## src/rtl/cs_pkg.sv

```systemverilog
// Shared definitions for the cs acquisition scheduler: state encoding,
// overrun saturation value and default watchdog limit.
package cs_pkg;

    typedef enum logic [2:0] {
        IDLE = 3'd0,
        WAIT = 3'd1,
        READ = 3'd2,
        FIFO = 3'd3,
        PACK = 3'd4,
        SEND = 3'd5
    } state_t;

    localparam logic [7:0]  OVR_MAX     = 8'hFF;
    localparam int unsigned TIMEOUT_DEF = 4096;

    // States that drive an fs_* start flag and wait for its fd_* done.
    function automatic logic is_hs(state_t s);
        return (s == READ) || (s == FIFO) || (s == PACK) || (s == SEND);
    endfunction

endpackage

```

## src/rtl/cs_acq_if.sv

```systemverilog
// Start/done flag handshakes between the acquisition scheduler (master)
// and the ADC, FIFO, MAC and UDP stages (slave).
interface cs_acq_if;
    logic fs_adc_read;
    logic fd_adc_read;
    logic fs_adc_fifo;
    logic fd_adc_fifo;
    logic fs_fifod2mac;
    logic fd_fifod2mac;
    logic fs_udp_tx;
    logic fd_udp_tx;

    modport master (
        output fs_adc_read, fs_adc_fifo, fs_fifod2mac, fs_udp_tx,
        input  fd_adc_read, fd_adc_fifo, fd_fifod2mac, fd_udp_tx
    );

    modport slave (
        input  fs_adc_read, fs_adc_fifo, fs_fifod2mac, fs_udp_tx,
        output fd_adc_read, fd_adc_fifo, fd_fifod2mac, fd_udp_tx
    );
endinterface

```

## src/rtl/cs_acq_wdt.sv

```systemverilog
// Handshake watchdog: counts cycles spent in a handshake state and flags
// expiry on the TIMEOUT-th cycle. Cleared whenever the FSM changes state.
module cs_acq_wdt
    import cs_pkg::*;
#(
    parameter int unsigned TIMEOUT = TIMEOUT_DEF,
    parameter int unsigned TO_W    = 13
) (
    input  logic sys_clk,
    input  logic rst,
    input  logic clr,
    input  logic en,
    output logic expire
);

    localparam logic [TO_W-1:0] LIMIT = TO_W'(TIMEOUT - 1);

    logic [TO_W-1:0] cnt;

    // cycle counter, zero on the first cycle of every state
    always_ff @(posedge sys_clk) begin
        if (rst || clr) begin
            cnt <= '0;
        end else if (en && !expire) begin
            cnt <= cnt + TO_W'(1);
        end
    end

    assign expire = en && (cnt == LIMIT);

endmodule

```

## src/rtl/cs_acq.sv

```systemverilog
// Acquisition scheduler: one ADC read + FIFO transfer per sample tick, and
// one MAC transfer + UDP transmit every adc_cnt samples.
// Optional watchdog on every handshake stage: define CS_ACQ_TIMEOUT_EN.
module cs_acq
    import cs_pkg::*;
#(
    parameter int unsigned TIMEOUT = TIMEOUT_DEF,
    parameter int unsigned TO_W    = 13
) (
    input  logic        sys_clk,
    input  logic        rst,
    input  logic        run,
    input  logic        fs_adc,
    input  logic [7:0]  adc_cnt,
    input  logic        fifod_full,
    cs_acq_if.master    hs,
    output logic        busy,
    output logic        err_timeout,
    output logic [7:0]  ovr_cnt,
    output logic [15:0] pkt_cnt
);

    state_t     state;
    state_t     state_nx;
    logic [7:0] smp_cnt;
    logic       pend;
    logic       run_prev;
    logic [7:0] adc_eff;
    logic       last_smp;
    logic       tick;
    logic       hs_done;
    logic       expire;
    logic       abort;
    logic       run_rise;

    assign adc_eff  = (adc_cnt == 8'd0) ? 8'd1 : adc_cnt;
    assign last_smp = (smp_cnt + 8'd1) == adc_eff;
    assign tick     = fs_adc | pend;
    assign run_rise = run & ~run_prev;
    // a done in the same cycle as expiry completes the stage normally
    assign abort    = expire & ~hs_done;

    // done flag of the stage currently being driven
    always_comb begin
        hs_done = 1'b0;
        case (state)
            READ:    hs_done = hs.fd_adc_read;
            FIFO:    hs_done = hs.fd_adc_fifo;
            PACK:    hs_done = hs.fd_fifod2mac;
            SEND:    hs_done = hs.fd_udp_tx;
            default: hs_done = 1'b0;
        endcase
    end

    // state register
    always_ff @(posedge sys_clk) begin
        if (rst) begin
            state <= IDLE;
        end else begin
            state <= state_nx;
        end
    end

    // next-state logic
    always_comb begin
        state_nx = state;
        case (state)
            IDLE: if (run) state_nx = WAIT;
            WAIT: begin
                if (!run) begin
                    state_nx = IDLE;
                end else if (tick && !fifod_full) begin
                    state_nx = READ;
                end
            end
            READ: begin
                if (hs_done)    state_nx = FIFO;
                else if (abort) state_nx = IDLE;
            end
            FIFO: begin
                if (hs_done)    state_nx = last_smp ? PACK : WAIT;
                else if (abort) state_nx = IDLE;
            end
            PACK: begin
                if (hs_done)    state_nx = SEND;
                else if (abort) state_nx = IDLE;
            end
            SEND: begin
                if (hs_done)    state_nx = WAIT;
                else if (abort) state_nx = IDLE;
            end
            default: state_nx = IDLE;
        endcase
    end

    // start flags are decoded straight from the state register
    always_comb begin
        hs.fs_adc_read  = (state == READ);
        hs.fs_adc_fifo  = (state == FIFO);
        hs.fs_fifod2mac = (state == PACK);
        hs.fs_udp_tx    = (state == SEND);
        busy            = is_hs(state);
    end

    // sample counter, pending tick, overrun and packet counters
    always_ff @(posedge sys_clk) begin
        if (rst) begin
            smp_cnt  <= 8'd0;
            pend     <= 1'b0;
            ovr_cnt  <= 8'd0;
            pkt_cnt  <= 16'd0;
            run_prev <= 1'b0;
        end else begin
            run_prev <= run;
            case (state)
                IDLE: begin
                    smp_cnt <= 8'd0;
                    pend    <= 1'b0;
                    if (run_rise) ovr_cnt <= 8'd0;
                end
                WAIT: begin
                    pend <= 1'b0;
                    if (run && tick && fifod_full && ovr_cnt != OVR_MAX) begin
                        ovr_cnt <= ovr_cnt + 8'd1;
                    end
                end
                default: begin
                    if (abort) begin
                        pend    <= 1'b0;
                        smp_cnt <= 8'd0;
                    end else begin
                        if (fs_adc) begin
                            pend <= 1'b1;
                            if (pend && ovr_cnt != OVR_MAX) ovr_cnt <= ovr_cnt + 8'd1;
                        end
                        if (state == FIFO && hs_done) begin
                            smp_cnt <= last_smp ? 8'd0 : smp_cnt + 8'd1;
                        end
                        if (state == SEND && hs_done) pkt_cnt <= pkt_cnt + 16'd1;
                    end
                end
            endcase
        end
    end

`ifdef CS_ACQ_TIMEOUT_EN
    logic err_q;
    logic wdt_clr;

    assign wdt_clr     = (state_nx != state);
    assign err_timeout = err_q;

    cs_acq_wdt #(
        .TIMEOUT (TIMEOUT),
        .TO_W    (TO_W)
    ) u_wdt (
        .sys_clk (sys_clk),
        .rst     (rst),
        .clr     (wdt_clr),
        .en      (busy),
        .expire  (expire)
    );

    // sticky timeout flag, cleared by a fresh run request
    always_ff @(posedge sys_clk) begin
        if (rst) begin
            err_q <= 1'b0;
        end else if (abort) begin
            err_q <= 1'b1;
        end else if (state == IDLE && run_rise) begin
            err_q <= 1'b0;
        end
    end
`else
    logic unused_cfg;

    assign expire      = 1'b0;
    assign err_timeout = 1'b0;
    assign unused_cfg  = ^{TIMEOUT, TO_W};
`endif

endmodule
```

## src/flat_wrapper.sv

```systemverilog
// flat-port wrapper written by rule: the top's interface ports become plain ports
module cs_acq_flat import cs_pkg::*;
#(
    parameter int unsigned TIMEOUT = TIMEOUT_DEF,
    parameter int unsigned TO_W    = 13
)
  (sys_clk, rst, run, fs_adc, adc_cnt, fifod_full, busy, err_timeout, ovr_cnt, pkt_cnt, hs_fs_adc_read, hs_fs_adc_fifo, hs_fs_fifod2mac, hs_fs_udp_tx, hs_fd_adc_read, hs_fd_adc_fifo, hs_fd_fifod2mac, hs_fd_udp_tx);
  cs_acq_if hs_i ();
  input  logic sys_clk;
  input  logic rst;
  input  logic run;
  input  logic fs_adc;
  input  logic [7:0] adc_cnt;
  input  logic fifod_full;
  output logic busy;
  output logic err_timeout;
  output logic [7:0] ovr_cnt;
  output logic [15:0] pkt_cnt;
  output wire logic [$bits(hs_i.fs_adc_read)-1:0] hs_fs_adc_read;
  output wire logic [$bits(hs_i.fs_adc_fifo)-1:0] hs_fs_adc_fifo;
  output wire logic [$bits(hs_i.fs_fifod2mac)-1:0] hs_fs_fifod2mac;
  output wire logic [$bits(hs_i.fs_udp_tx)-1:0] hs_fs_udp_tx;
  input wire logic [$bits(hs_i.fd_adc_read)-1:0] hs_fd_adc_read;
  input wire logic [$bits(hs_i.fd_adc_fifo)-1:0] hs_fd_adc_fifo;
  input wire logic [$bits(hs_i.fd_fifod2mac)-1:0] hs_fd_fifod2mac;
  input wire logic [$bits(hs_i.fd_udp_tx)-1:0] hs_fd_udp_tx;
  assign hs_fs_adc_read = hs_i.fs_adc_read;
  assign hs_fs_adc_fifo = hs_i.fs_adc_fifo;
  assign hs_fs_fifod2mac = hs_i.fs_fifod2mac;
  assign hs_fs_udp_tx = hs_i.fs_udp_tx;
  assign hs_i.fd_adc_read = hs_fd_adc_read;
  assign hs_i.fd_adc_fifo = hs_fd_adc_fifo;
  assign hs_i.fd_fifod2mac = hs_fd_fifod2mac;
  assign hs_i.fd_udp_tx = hs_fd_udp_tx;
  cs_acq #(.TIMEOUT(TIMEOUT), .TO_W(TO_W)) u_core (.sys_clk(sys_clk), .rst(rst), .run(run), .fs_adc(fs_adc), .adc_cnt(adc_cnt), .fifod_full(fifod_full), .hs(hs_i), .busy(busy), .err_timeout(err_timeout), .ovr_cnt(ovr_cnt), .pkt_cnt(pkt_cnt));
endmodule
```

## config.mk

```make
export PLATFORM = sky130hd
export DESIGN_NAME = cs_acq_flat
export DESIGN_NICKNAME = d
export VERILOG_FILES = /design/src/rtl/cs_pkg.sv /design/src/rtl/cs_acq_if.sv /design/src/rtl/cs_acq_wdt.sv /design/src/rtl/cs_acq.sv /design/src/flat_wrapper.sv
export SDC_FILE = /design/constraint.sdc
export NUM_CORES = 1
export LEC_CHECK = 0
export ABC_AREA = 0
export BUFFER_PORTS_ARGS = -buffer_cell sky130_fd_sc_hd__buf_2
export CELL_PAD_IN_SITES_DETAIL_PLACEMENT = 2
export CELL_PAD_IN_SITES_GLOBAL_PLACEMENT = 2
export CORE_MARGIN = 1
export CORE_UTILIZATION = 31
export DETAILED_ROUTE_END_ITERATION = 10
export HOLD_SLACK_MARGIN = 0.1
export PLACE_DENSITY = 0.82
export SETUP_SLACK_MARGIN = 0.4
export SKIP_CTS_REPAIR_TIMING = 1
export SLEW_MARGIN = 20
export SYNTH_ARGS = -nofsm -noshare
export SYNTH_HDL_FRONTEND = slang
export SYNTH_SLANG_ARGS = --single-unit
export TNS_END_PERCENT = 5
```

## constraint.sdc

```tcl
create_clock -name sys_clk -period 2.15 [get_ports sys_clk]
set_input_delay 0.215 -clock sys_clk [delete_from_list [all_inputs] [get_ports sys_clk]]
set_output_delay 0.215 -clock sys_clk [all_outputs]
set_load 0.1 [all_outputs]
```

==> results of run 1 <==
==> worst reg2reg max path: stages, from the launching register on <==
cell	delay [ns]
dfxtp_4	0.38
ha_4	0.25
xnor2_2	0.14
o221ai_2	0.12
a311oi_2	0.25
buf_4	0.18
nand4b_4	0.18
o31ai_2	0.29
nor2b_1	0.17
==> cell type report <==
cell class | count | area (sq um)
repair buffers | 59 | 343
fillers | 749 | 3820
well taps | 77 | 96.3
inverters | 3 | 11.3
clock buffers | 7 | 86.3
flip-flops and latches | 37 | 757
multi-input cells | 203 | 1380
==> metal layers <==
metal / part of all wire [%] / vias to the layer above / track usage [%]
li1: - / 1032 / -
met1: 45 / 1069 / 22.9
met2: 51 / 32 / 33.2
met3: 2.5 / 11 / 2.43
met4: 1.6 / 0 / 6.47
met5: 0 / - / 0
==> metrics by stage <==
step           TNS [ns]  hold slack (ns)  cell area, sq um
6_report              0            0.233              2670
5_1_grt               0            0.235              2670
4_1_cts               0            0.222              2540
3_5_place_dp          0            0.508              2450
3_3_place_gp          0            0.488              2450
2_1_floorplan   -0.0659            0.343              2140
==> path summary, 6_finish.rpt <==
check | from | endpoint | cells past startpoint
worst max register to register | u_core.smp_cnt[0]$_SDFFE_PP0P_ | u_core.state[2]$_SDFFE_PP0P_ | 8
worst min register to register | u_core.smp_cnt[7]$_SDFFE_PP0P_ | u_core.smp_cnt[7]$_SDFFE_PP0P_ | 2
worst min-delay path | run | u_core.run_prev$_SDFF_PP0_ | 2
worst max-delay path | u_core.smp_cnt[0]$_SDFFE_PP0P_ | u_core.state[2]$_SDFFE_PP0P_ | 8
==> cells in the mapped netlist (all sizes together), types with 4 or more instances <==
cell	instances
dfxtp	37
nor2	33
a21oi	20
nand2	19
nand3	12
nor3	11
xnor2	11
buf	10
xor2	10
o21ai	9
and3	8
o221ai	7
clkbuf	6
nor2b	6
nand4	5
o211a	5
and2	4
==> flip-flops by register name, summed over array words and instances (netlist names) <==
signal           cells
u_core.pkt_cnt      16
u_core.ovr_cnt       8
u_core.smp_cnt       8
u_core.state         3
u_core.pend          1
u_core.run_prev      1
==> kinds of logic (layout without fill, tap and decap cells) <==
logic type / Yosys count / in the layout / synth area share [%]
AOI/OAI and AO/OA: 58 / 58 / 19.0
xor gates and xnor gates: 21 / 21 / 8.65
adders and majority gates: 3 / 3 / 1.76
buffers and inverters: 19 / 69 / 4.71
DFF: 37 / 37 / 34.8
muxes: 3 / 3 / 1.41
other: 1 / 1 / 0.176
and+or+nand+nor: 116 / 117 / 29.5
==> layout by cell type, fill, tap and decap left out, types with 7 or more instances in the layout <==
| master | count |
|---|---|
| buf_2 | 45 |
| nor2_1 | 29 |
| dfxtp_1 | 26 |
| a21oi_1 | 20 |
| nand2_1 | 19 |
| buf_4 | 13 |
| nand3_1 | 12 |
| xnor2_1 | 10 |
| xor2_1 | 10 |
| dfxtp_2 | 10 |
| nor3_1 | 9 |
| o21ai_0 | 7 |
==> where the power goes <==
group	internal (mW)	switching (mW)	leakage (nW)	total [mW]
Combinational	0.0868	0.172	0.829	0.259
Sequential	0.693	0.0153	0.304	0.708
Clock	0.255	0.249	0.0443	0.504
Total	1.03	0.437	1.18	1.47
==> metrics, run 1 <==
top post-synthesis cells by area=dfxtp_1 (35%), nor2_1 (5.8%), a21oi_1 (4.7%); Synth Area per Inst=8.24 sq um; crit path cell chain=ha_4 > xnor2_2 > o221ai_2 > a311oi_2 > buf_4 > nand4b_4 > o31ai_2 > nor2b_1; Non-Filler Instances=386; HP Class=primary input to register; Fmax=493 MHz; RSZ-0062 raised after global routing=yes; min Tclk post-route=just over 2 ns; final net count=329; IO Pins=47; All-Layer GR Usage=roughly 19%; Congestion Overflow GR=0; relative slew slack=between 60% and 70%; LEAKAGE=1.18 nW; Total Power=1.47 mW; Rows=29; Residual DRC=3; CTS sink count=37; # Max-Cap Violations=0; status=complete, but fails checks; Gate Count Post-Synth=~260; count of input and output buffers=45; crit share post-route=94.3%; DR vias/cell=5.55; Ant. Diodes=0; Max clock buf depth=2; post-synth top area cell=dfxtp_1; full die area=7200 sq um; antenna violations before repair=0; Required @ worst endpoint=2.36 ns; number of nets with antenna violations after routing=0; number of flops mapped to enable cells by yosys=0; CP Launch Type=register; CP Class=register to register; Primary FF master, synth=dfxtp_1; async set or reset register ratio after synthesis=0%; Worst Setup Slack, final=0.123 ns; share of the synthesized area in the top cell type=a little over a third; first-pass GRT wire length=about 11,000 um; placed insts=374; syn_nets=278; share of cells above drive strength 1=between 30% and 40%; htree depth=2; dpl ws=0.109 ns; Core ar.=6490 sq um; clock latency on the worst-skew pair=0.29 ns; crit path max-delay cell type=dfxtp_4; failing checks=design-rule violations; sequential area share after synthesis=between 30% and 40%; Peak VDD IR=0.310 mV; type of destination of the critical path=register; wire per inst=17.9 um; setup violators final=0; CTS Buf Count=5; Syn-to-layout area delta=25.5%; YS warnings=0; final core utilization=roughly two fifths; Clock Tree Root=clkbuf_8; Initial DRC Count=102; Synth cell types=51; FF-to-FF setup slack=0.12 ns; Vias=2,144; Pre-antenna DRT Iters=8; vias in the first global route=around 2.2k; delay-heaviest family, CP=compound AO/OA/AOI/OAI gates; Fin. Hold Viols=0; crit path DAT=2.24 ns; Crit path buffers/inverters=1; FF+latch count, synth=37; clock slew at reported path FFs=0.08 ns; Cell Pwr Density=551 nW/um^2; crit path max fanout=7; clk_skew=0.00718 ns; largest net degree at the start of global routing=27; final WL=about 6900 um; max incr delay on CP=0.38 ns; Starting Density=roughly a third; placer congestion estimate=0.747; Detailed Place HPWL=4830 um; Mapped Area=roughly 2100 sq um; Final Max Slew Viols=0; Die Ht=84.8 um; CTS tree=built; Chip Width=84.8 um; Worst-Margin Slew=0.556 ns
(Power assumes the default switching activity.)
==> run 2, diff against run 1 <==
--- a/config.mk
+++ b/config.mk
@@ -10,14 +10,15 @@
 export CELL_PAD_IN_SITES_DETAIL_PLACEMENT = 2
 export CELL_PAD_IN_SITES_GLOBAL_PLACEMENT = 2
 export CORE_MARGIN = 1
-export CORE_UTILIZATION = 31
+export CORE_UTILIZATION = 32
 export DETAILED_ROUTE_END_ITERATION = 10
-export HOLD_SLACK_MARGIN = 0.1
-export PLACE_DENSITY = 0.82
+export HOLD_SLACK_MARGIN = 0.05
+export PLACE_DENSITY = 0.81
 export SETUP_SLACK_MARGIN = 0.4
 export SKIP_CTS_REPAIR_TIMING = 1
 export SLEW_MARGIN = 20
 export SYNTH_ARGS = -nofsm -noshare
 export SYNTH_HDL_FRONTEND = slang
+export SYNTH_HIERARCHICAL = 1
 export SYNTH_SLANG_ARGS = --single-unit
 export TNS_END_PERCENT = 5
==> metrics, run 2 <==
status=complete, but fails checks; failing checks=negative setup slack; relative slew slack=48.3%; Crit path buffers/inverters=2; Max clock buf depth=2; Initial DRC Count=68; crit path max-delay cell type=dfxtp_4; crit path cell chain=inv_2 > ha_4 > and3b_2 > a32oi_4 > or2_4 > buf_12 > o31ai_4 > nor4b_2; HP Class=primary input to register; Starting Density=about a third; Fmax=463 MHz; clock latency on the worst-skew pair=roughly 0.3 ns; most frequent cells in the layout=buf_2 (45), nor2_1 (30), dfxtp_1 (19); min Tclk post-route=2.16 ns; Synth cell types=68; CP Class=register to register; commonest non-fill, non-tap cell in the layout=buf_2; clk_skew=between 0.009 and 0.01 ns; # Max-Cap Violations=0; IO Pins=47; LEAKAGE=between 1 and 1.5 nW; clock slew at reported path FFs=0.08 ns; Synth Area per Inst=8.60 sq um; crit path DAT=2.37 ns; Detailed Place HPWL=about 5400 um; share of cells above drive strength 1=38.9%; max incr delay on CP=0.39 ns; Required @ worst endpoint=approximately 2.4 ns; top post-synthesis cells by area=dfxtp_1 (32%), xnor2_1 (6.4%), nor2_1 (5.2%); Ant. Diodes=0; sequential area share after synthesis=a little under a third; final net count=353; type of destination of the critical path=register; setup violators final=2; max reg flops=16; tightest hold margin=0.210 ns; syn_nets=293; crit path max fanout=8; Clock Tree Root=clkbuf_8; Mapped Area=2330 sq um; DR vias/cell=around 5.4; Worst-Margin Slew=0.775 ns; Die Ht=around 87 um; antenna violations before repair=0; Worst Setup Slack, final=-0.0120 ns; CP Launch Type=register; YS warnings=6; full die area=7630 sq um; Fin. Hold Viols=0; FILL cells=800; crit share post-route=101%; RR Startpoint=u_core/state[1]$_SDFFE_PP0P_; Congestion Overflow GR=0; delay-heaviest family, CP=simple AND/OR/NAND/NOR gates; placer congestion estimate=roughly 0.85; first-pass GRT wire length=~12,000 um; Vias=around 2.3k; async set or reset register ratio after synthesis=0%; most flop-heavy register=u_core/pkt_cnt; post-synth top area cell=dfxtp_1; final instance area=3030 sq um; Cell Pwr Density=slightly above 800 nW/um^2; Primary FF master, synth=dfxtp_1; Final Max Slew Viols=0; All-Layer GR Usage=20.2%; Placed Area=2780 sq um; Chip Width=roughly 87 um; final WL=8200 um; hold path start=run; Commonest cells post-synth=dfxtp_1 (37), nor2_1 (32), xnor2_1 (17), nand3_1 (16); CTS sink count=37; Pre-antenna DRT Iters=4; vias in the first global route=about 2.4k; Rows=30; largest net degree at the start of global routing=36; Core ar.=6910 sq um; top-count cell post-synth=dfxtp_1; top flop regs=u_core/pkt_cnt (16), u_core/ovr_cnt (8), u_core/smp_cnt (8); CTS Buf Count=5; RSZ-0062 raised after global routing=yes; htree depth=2; share of the synthesized area in the top cell type=31.8%; number of nets with antenna violations after routing=0; FF+latch count, synth=37; number of flops mapped to enable cells by yosys=0; Gate Count Post-Synth=~270; worst setup path start=u_core/state[1]$_SDFFE_PP0P_; final core utilization=43.9%; count of input and output buffers=45; Peak VDD IR=approximately 0.52 mV; Total Power=2.51 mW; wire per inst=19.2 um; Syn-to-layout area delta=30.1%; Residual DRC=0; CTS tree=built
## run 2: final timing paths
check	to	slack, ns	cells after the start
setup / recovery	u_core/smp_cnt[6]$_SDFFE_PP0P_	-0.01	8
hold / removal	u_core/run_prev$_SDFF_PP0_	0.21	3
setup reg to reg	u_core/smp_cnt[6]$_SDFFE_PP0P_	-0.01	8
hold reg to reg	u_core/pkt_cnt[8]$_SDFFE_PP0P_	0.51	2
## run 2: metal layers
metal	vias to the layer above	part of all wire (%)	GRT usage (%)
met5	-	0	0
met4	0	1.5	6.56
met3	10	2.3	3.98
met2	41	52	34.5
met1	1144	44	25.4
li1	1102	-	-
## run 2: worst reg2reg max path: cells and delay by family (launching register included)
| family | cells | cell delay (ns) |
|---|---|---|
| AOI/OAI and AO/OA | 2 | 0.43 |
| buffers and inverters | 2 | 0.19 |
| and+or+nand+nor | 3 | 0.79 |
| DFF | 1 | 0.39 |
| adders and majority gates | 1 | 0.27 |
## run 2: layout make-up
| cell class | instances | area, sq um | share of cell area, % |
|---|---|---|---|
| sequential | 37 | 768 | 25.4 |
| timing repair buffer | 66 | 412 | 13.6 |
| multi-input combinational | 210 | 1610 | 53.0 |
| inverter | 11 | 41.3 | 1.36 |
| tap | 96 | 120 | 3.96 |
| clock inverter | 2 | 10.0 | 0.330 |
| clock buffer | 6 | 72.6 | 2.39 |
## run 2: per-stage QoR
step | instances | setup slack [ns] | setup TNS, ns
2_1_floorplan | 271 | -0.0960 | -1.32
3_3_place_gp | 413 | 0.0761 | 0
3_5_place_dp | 413 | 0.0146 | 0
4_1_cts | 421 | -0.0567 | -0.0602
5_1_grt | 428 | -0.0802 | -0.324
6_report | 428 | -0.0120 | -0.0214
## run 2: power by group
group / internal [mW] / total (mW) / leakage [nW] / switching, mW
Sequential: 0.727 / 0.798 / 0.308 / 0.0705
Combinational: 0.417 / 1.21 / 0.823 / 0.797
Clock: 0.225 / 0.503 / 0.0450 / 0.277
Total: 1.37 / 2.51 / 1.18 / 1.15
## run 2: cells by family (layout without fill, tap and decap cells)
family | after synthesis | in the layout | synth area share, %
and+or+nand+nor | 115 | 115 | 29.6
xor gates and xnor gates | 26 | 26 | 9.77
adders and majority gates | 5 | 5 | 2.69
buffers and inverters | 25 | 85 | 5.37
DFF | 37 | 37 | 31.8
AOI/OAI and AO/OA | 59 | 60 | 19.1
muxes | 3 | 3 | 1.56
other | 1 | 1 | 0.161
